**config.mk**
```make
export PLATFORM = sky130hd
export DESIGN_NAME = reset_sequencer
export DESIGN_NICKNAME = d
export VERILOG_FILES = /design/src/rtl/reset_sequencer.sv
export SDC_FILE = /design/constraint.sdc
export NUM_CORES = 1
export LEC_CHECK = 0
export CORE_UTILIZATION = 45
export DETAILED_ROUTE_END_ITERATION = 8
export GPL_ROUTABILITY_DRIVEN = 0
export GPL_TIMING_DRIVEN = 1
export PLACE_DENSITY = 0.65
export RECOVER_POWER = 50
export SLEW_MARGIN = 20
export SYNTH_ARGS = -nofsm -noshare
export SYNTH_HDL_FRONTEND = slang
export SYNTH_SLANG_ARGS = --single-unit
```
**constraint.sdc**
```tcl
create_clock -name clk_in -period 3.9 [get_ports clk_in]
set_input_delay 0.39 -clock clk_in [delete_from_list [all_inputs] [get_ports clk_in]]
set_output_delay 0.39 -clock clk_in [all_outputs]
set_load 0.05 [all_outputs]
```
**src/rtl/reset_sequencer.sv**
```systemverilog
// Ordered reset release: holds all domains after the POR pulse, then frees them one by one on ack.
// Optional macro RESET_SEQ_AUTO_RETRY_EN: a stage timeout restarts the hold up to MAX_RETRY times.
module reset_sequencer #(
  parameter int unsigned N_STAGES    = 4,
  parameter logic [29:0] HOLD_CYCLES = 30'd100,
  parameter logic [29:0] GAP_CYCLES  = 30'd10,
  parameter logic [29:0] TIMEOUT     = 30'd1000,
  parameter int unsigned MAX_RETRY   = 3
) (
  input  logic                clk_in,
  input  logic                rst_n,
  input  logic                por_pulse,
  input  logic [N_STAGES-1:0] stage_done,
  output logic [N_STAGES-1:0] stage_rst,
  output logic                all_ready,
  output logic                fault,
  output logic [7:0]          fault_stage
);

  typedef enum logic [2:0] {
    StIdle,
    StHold,
    StWaitAck,
    StGap,
    StDone,
    StFault
  } state_e;

  localparam logic [N_STAGES-1:0] AllRst  = '1;
  localparam logic [2:0]          LastIdx = 3'(N_STAGES - 1);

`ifdef RESET_SEQ_AUTO_RETRY_EN
  localparam logic [7:0] RetryLimit = 8'(MAX_RETRY);
`else
  // Retries disabled: a zero limit sends the first timeout straight to the fault state.
  localparam logic [7:0] RetryLimit = 8'(MAX_RETRY) & 8'h00;
`endif

  state_e              state_q;
  logic [29:0]         cnt_q;
  logic [2:0]          idx_q;
  logic [7:0]          retry_q;

  logic [7:0]          done_ext;
  logic                ack;
  logic [2:0]          idx_nxt;
  logic [N_STAGES-1:0] next_mask;

  // Only the stage currently being waited on is looked at.
  always_comb begin
    done_ext  = 8'(stage_done);
    ack       = done_ext[idx_q];
    idx_nxt   = idx_q + 3'd1;
    next_mask = N_STAGES'(1) << idx_nxt;
  end

  always_ff @(posedge clk_in) begin
    if (!rst_n) begin
      state_q     <= StIdle;
      stage_rst   <= AllRst;
      all_ready   <= 1'b0;
      fault       <= 1'b0;
      fault_stage <= 8'd0;
      cnt_q       <= 30'd0;
      idx_q       <= 3'd0;
      retry_q     <= 8'd0;
    end else if (por_pulse) begin
      state_q     <= StHold;
      stage_rst   <= AllRst;
      all_ready   <= 1'b0;
      fault       <= 1'b0;
      fault_stage <= 8'd0;
      cnt_q       <= 30'd0;
      idx_q       <= 3'd0;
      retry_q     <= 8'd0;
    end else begin
      case (state_q)
        StIdle: begin
          stage_rst <= AllRst;
        end
        StHold: begin
          if (cnt_q == HOLD_CYCLES - 30'd1) begin
            state_q      <= StWaitAck;
            stage_rst[0] <= 1'b0;
            cnt_q        <= 30'd0;
          end else begin
            cnt_q <= cnt_q + 30'd1;
          end
        end
        StWaitAck: begin
          if (ack) begin
            cnt_q <= 30'd0;
            if (idx_q == LastIdx) begin
              state_q   <= StDone;
              all_ready <= 1'b1;
              retry_q   <= 8'd0;
            end else begin
              state_q <= StGap;
            end
          end else if (cnt_q == TIMEOUT - 30'd1) begin
            stage_rst <= AllRst;
            cnt_q     <= 30'd0;
            idx_q     <= 3'd0;
            if (retry_q != RetryLimit) begin
              state_q <= StHold;
              retry_q <= retry_q + 8'd1;
            end else begin
              state_q     <= StFault;
              fault       <= 1'b1;
              fault_stage <= 8'(idx_q);
            end
          end else begin
            cnt_q <= cnt_q + 30'd1;
          end
        end
        StGap: begin
          if (cnt_q == GAP_CYCLES - 30'd1) begin
            state_q   <= StWaitAck;
            idx_q     <= idx_nxt;
            stage_rst <= stage_rst & ~next_mask;
            cnt_q     <= 30'd0;
          end else begin
            cnt_q <= cnt_q + 30'd1;
          end
        end
        StDone, StFault: begin
        end
        default: begin
          state_q <= StIdle;
        end
      endcase
    end
  end

endmodule
```
==> metrics.csv <==
metric;value;unit
Max Freq;0.3422;GHz
CTS buffer count;5;
drt drc;0;
Initial DRT Pass Iterations;4;
layout overhead on the synthesized area;9.335;%
grt ovf;0;
Clock power frac;35.7;%
die footprint;7491;um2
Seq pwr share;58.5;%
Mapped Cells;384;
Final setup viols;0;
Worst-Margin Slew;1.082;ns
most common cell after layout, fill and taps aside;dfxtp_1;
diode count;0;
clk_skew;0.01094;ns
most frequent cells in the layout;dfxtp_1, nand2_1, a211oi_1, nand3_1;
required time of the worst setup path;4.15;ns
Warnings, synthesis;0;
Seq cells post-synth;53;
RSZ-0062 raised after global routing;no;
wire per inst;15.48;um
initial core utilization;47.09;%
Sw Pwr;229.3;uW
Max Fanout on Critical Path;6;
H-tree levels;2;
io pins;21;
gr usage total;21.35;%
port buffer count;15;
clock root buffer master;clkbuf_8;
logic gate share of total power;5.8;%
Post-CTS Setup Inserts;0;
Nets;409;
Max-slew headroom;27.18;%
vias in the first global route;2598;
Post-synth EDFFs;0;
# rows;30;
fin crit period;2.923;ns
Sw Share;24.57;%
Longest Clk Path Bufs;2;
P_leak;0.001044;uW
Seq/Total Area, Yosys;32.98;%
status;finished clean;
layout cell share with drive strength beyond 1;5.344;%
die width;86.55;um
CTS Hold Bufs;0;
Resized cells post-CTS;0;
syn avg cell area;8.377;um2
Internal Power;704.0;uW
Setup Total Neg Slack;0;ns
Skew-Pair Late Insertion Delay;0.31;ns
Max IR drop VDD;167.3;uV
Critical Path AT;3.17;ns
largest net degree at the start of global routing;30;
vias per cell;6.020;
HP Class;register to register;
Yosys cell types;60;
Initial DRC Count;243;
placed cells;481;
filler cell count;674;
P per Cell Area;265.4;nW/um2
initial antenna violation count;0;
WL final;7569;um
critical path endpoint category;register;
final std cells w/o fill;489;
ys async rst share;0;%
Clock Sink Count;53;
CORE AREA;6832;um2
Final Cycle Share;74.94;%
Routed Antenna Nets;0;
mapped cell area;3217;um2
Final Hold Viols;0;
CTS tree;done;
clk slew on worst S/H paths;0.10;ns
via count;2944;
HPWL Detailed;5423;um
first-pass GRT wire length;12790;um
max cap viols;0;
crit start category;register;
ys flop type;dfxtp_1;
chip height;86.55;um
max-slew violation count;0;
critical path type;register to register;
## registers in the layout (all words and copies together), names as in the netlist
signal / flops
idx_q: 3
cnt_q: 30
fault: 1
stage_rst: 4
state_q: 3
all_ready: 1
fault_stage: 3
retry_q: 8
## cell type report
type | instances | area, um2 | area share (%)
inverter | 18 | 67.56 | 1.921
clock buffer | 6 | 82.58 | 2.348
multi-input combinational | 292 | 1969 | 55.99
clock inverter | 2 | 13.76 | 0.3913
sequential | 53 | 1061 | 30.17
tap | 96 | 120.1 | 3.415
timing repair buffer | 22 | 202.7 | 5.763
## power by group through the flow
stage / clock (uW) / sequential (uW) / combinational [uW]
6_report: 333 / 546 / 54.4
5_1_grt: 364 / 547 / 59.1
4_1_cts: 343 / 546 / 54.3
3_5_place_dp: 0 / 558 / 54.0
3_3_place_gp: 0 / 558 / 53.9
2_1_floorplan: 0 / 557 / 42.8
## cell usage after synthesis, drive strengths merged (3+ instances only)
cell type,n,area (um2)
a21oi,8,40.04
nor2,14,52.55
nand4,16,100.1
nor4,14,87.58
nand2b,5,31.28
buf,10,67.56
nand2,31,116.4
o2111ai,7,61.31
and3,4,25.02
o31a,3,26.28
mux2i,8,80.08
or3b,3,28.78
inv,18,67.56
nand3,25,125.1
xnor2,19,166.4
ha,10,125.1
o211ai,7,52.55
xor2,9,78.83
clkbuf,15,56.30
dfxtp,53,1061
or3,4,25.02
o21bai,3,22.52
o21ai,5,25.02
a32o,3,30.03
or4,5,41.29
a211oi,31,232.7
nor3,19,105.1
## worst max-delay path, stage by stage (launching register included)
cell,delay [ns]
dfxtp_1,0.45
or3b_4,0.45
nor3_1,0.64
nand4_1,0.42
nor3_1,0.66
mux2i_1,0.25
## routing by layer
layer / share of wire [%] / track usage (%)
met1: 52 / 31.20
met2: 44 / 31.96
met3: 4.0 / 4.190
met4: 0.86 / 5.606
met5: 0 / 0
## through the flow
stage / hold WS (ns) / cell area [um2] / worst slack, ns / power [uW] / util (%)
after detailed placement: 0.4520 / 3435 / 1.335 / 612.5 / 50.27
final: 0.4561 / 3517 / 0.9775 / 933.4 / 51.48
after global placement: 0.4369 / 3435 / 1.377 / 612.3 / 50.27
after floorplan: 0.4433 / 3232 / 1.590 / 600.3 / -
after CTS: 0.4676 / 3531 / 1.379 / 943.0 / 51.69
after global routing: 0.4859 / 3517 / 0.6447 / 970.3 / 51.48
## cells by family (layout without fill, tap and decap cells)
group,Yosys count,after routing,synth area share (%)
muxes,8,8,2.489
adders and majority gates,10,10,3.890
DFF,53,53,32.98
AOI/OAI and AO/OA,85,85,19.88
xor gates and xnor gates,28,28,7.624
and+or+nand+nor,156,156,27.07
other,1,5,0.1166
buffers and inverters,43,48,5.951
## final timing paths
path / start / to / slack (ns) / depth (start not counted)
setup / recovery: cnt_q[5] / fault_stage[2] / 0.98 / 5
hold / removal: all_ready / all_ready / 0.46 / 2
setup reg to reg: cnt_q[5] / fault_stage[2] / 0.98 / 5
hold reg to reg: all_ready / all_ready / 0.46 / 2
(Power assumes the default switching activity.)
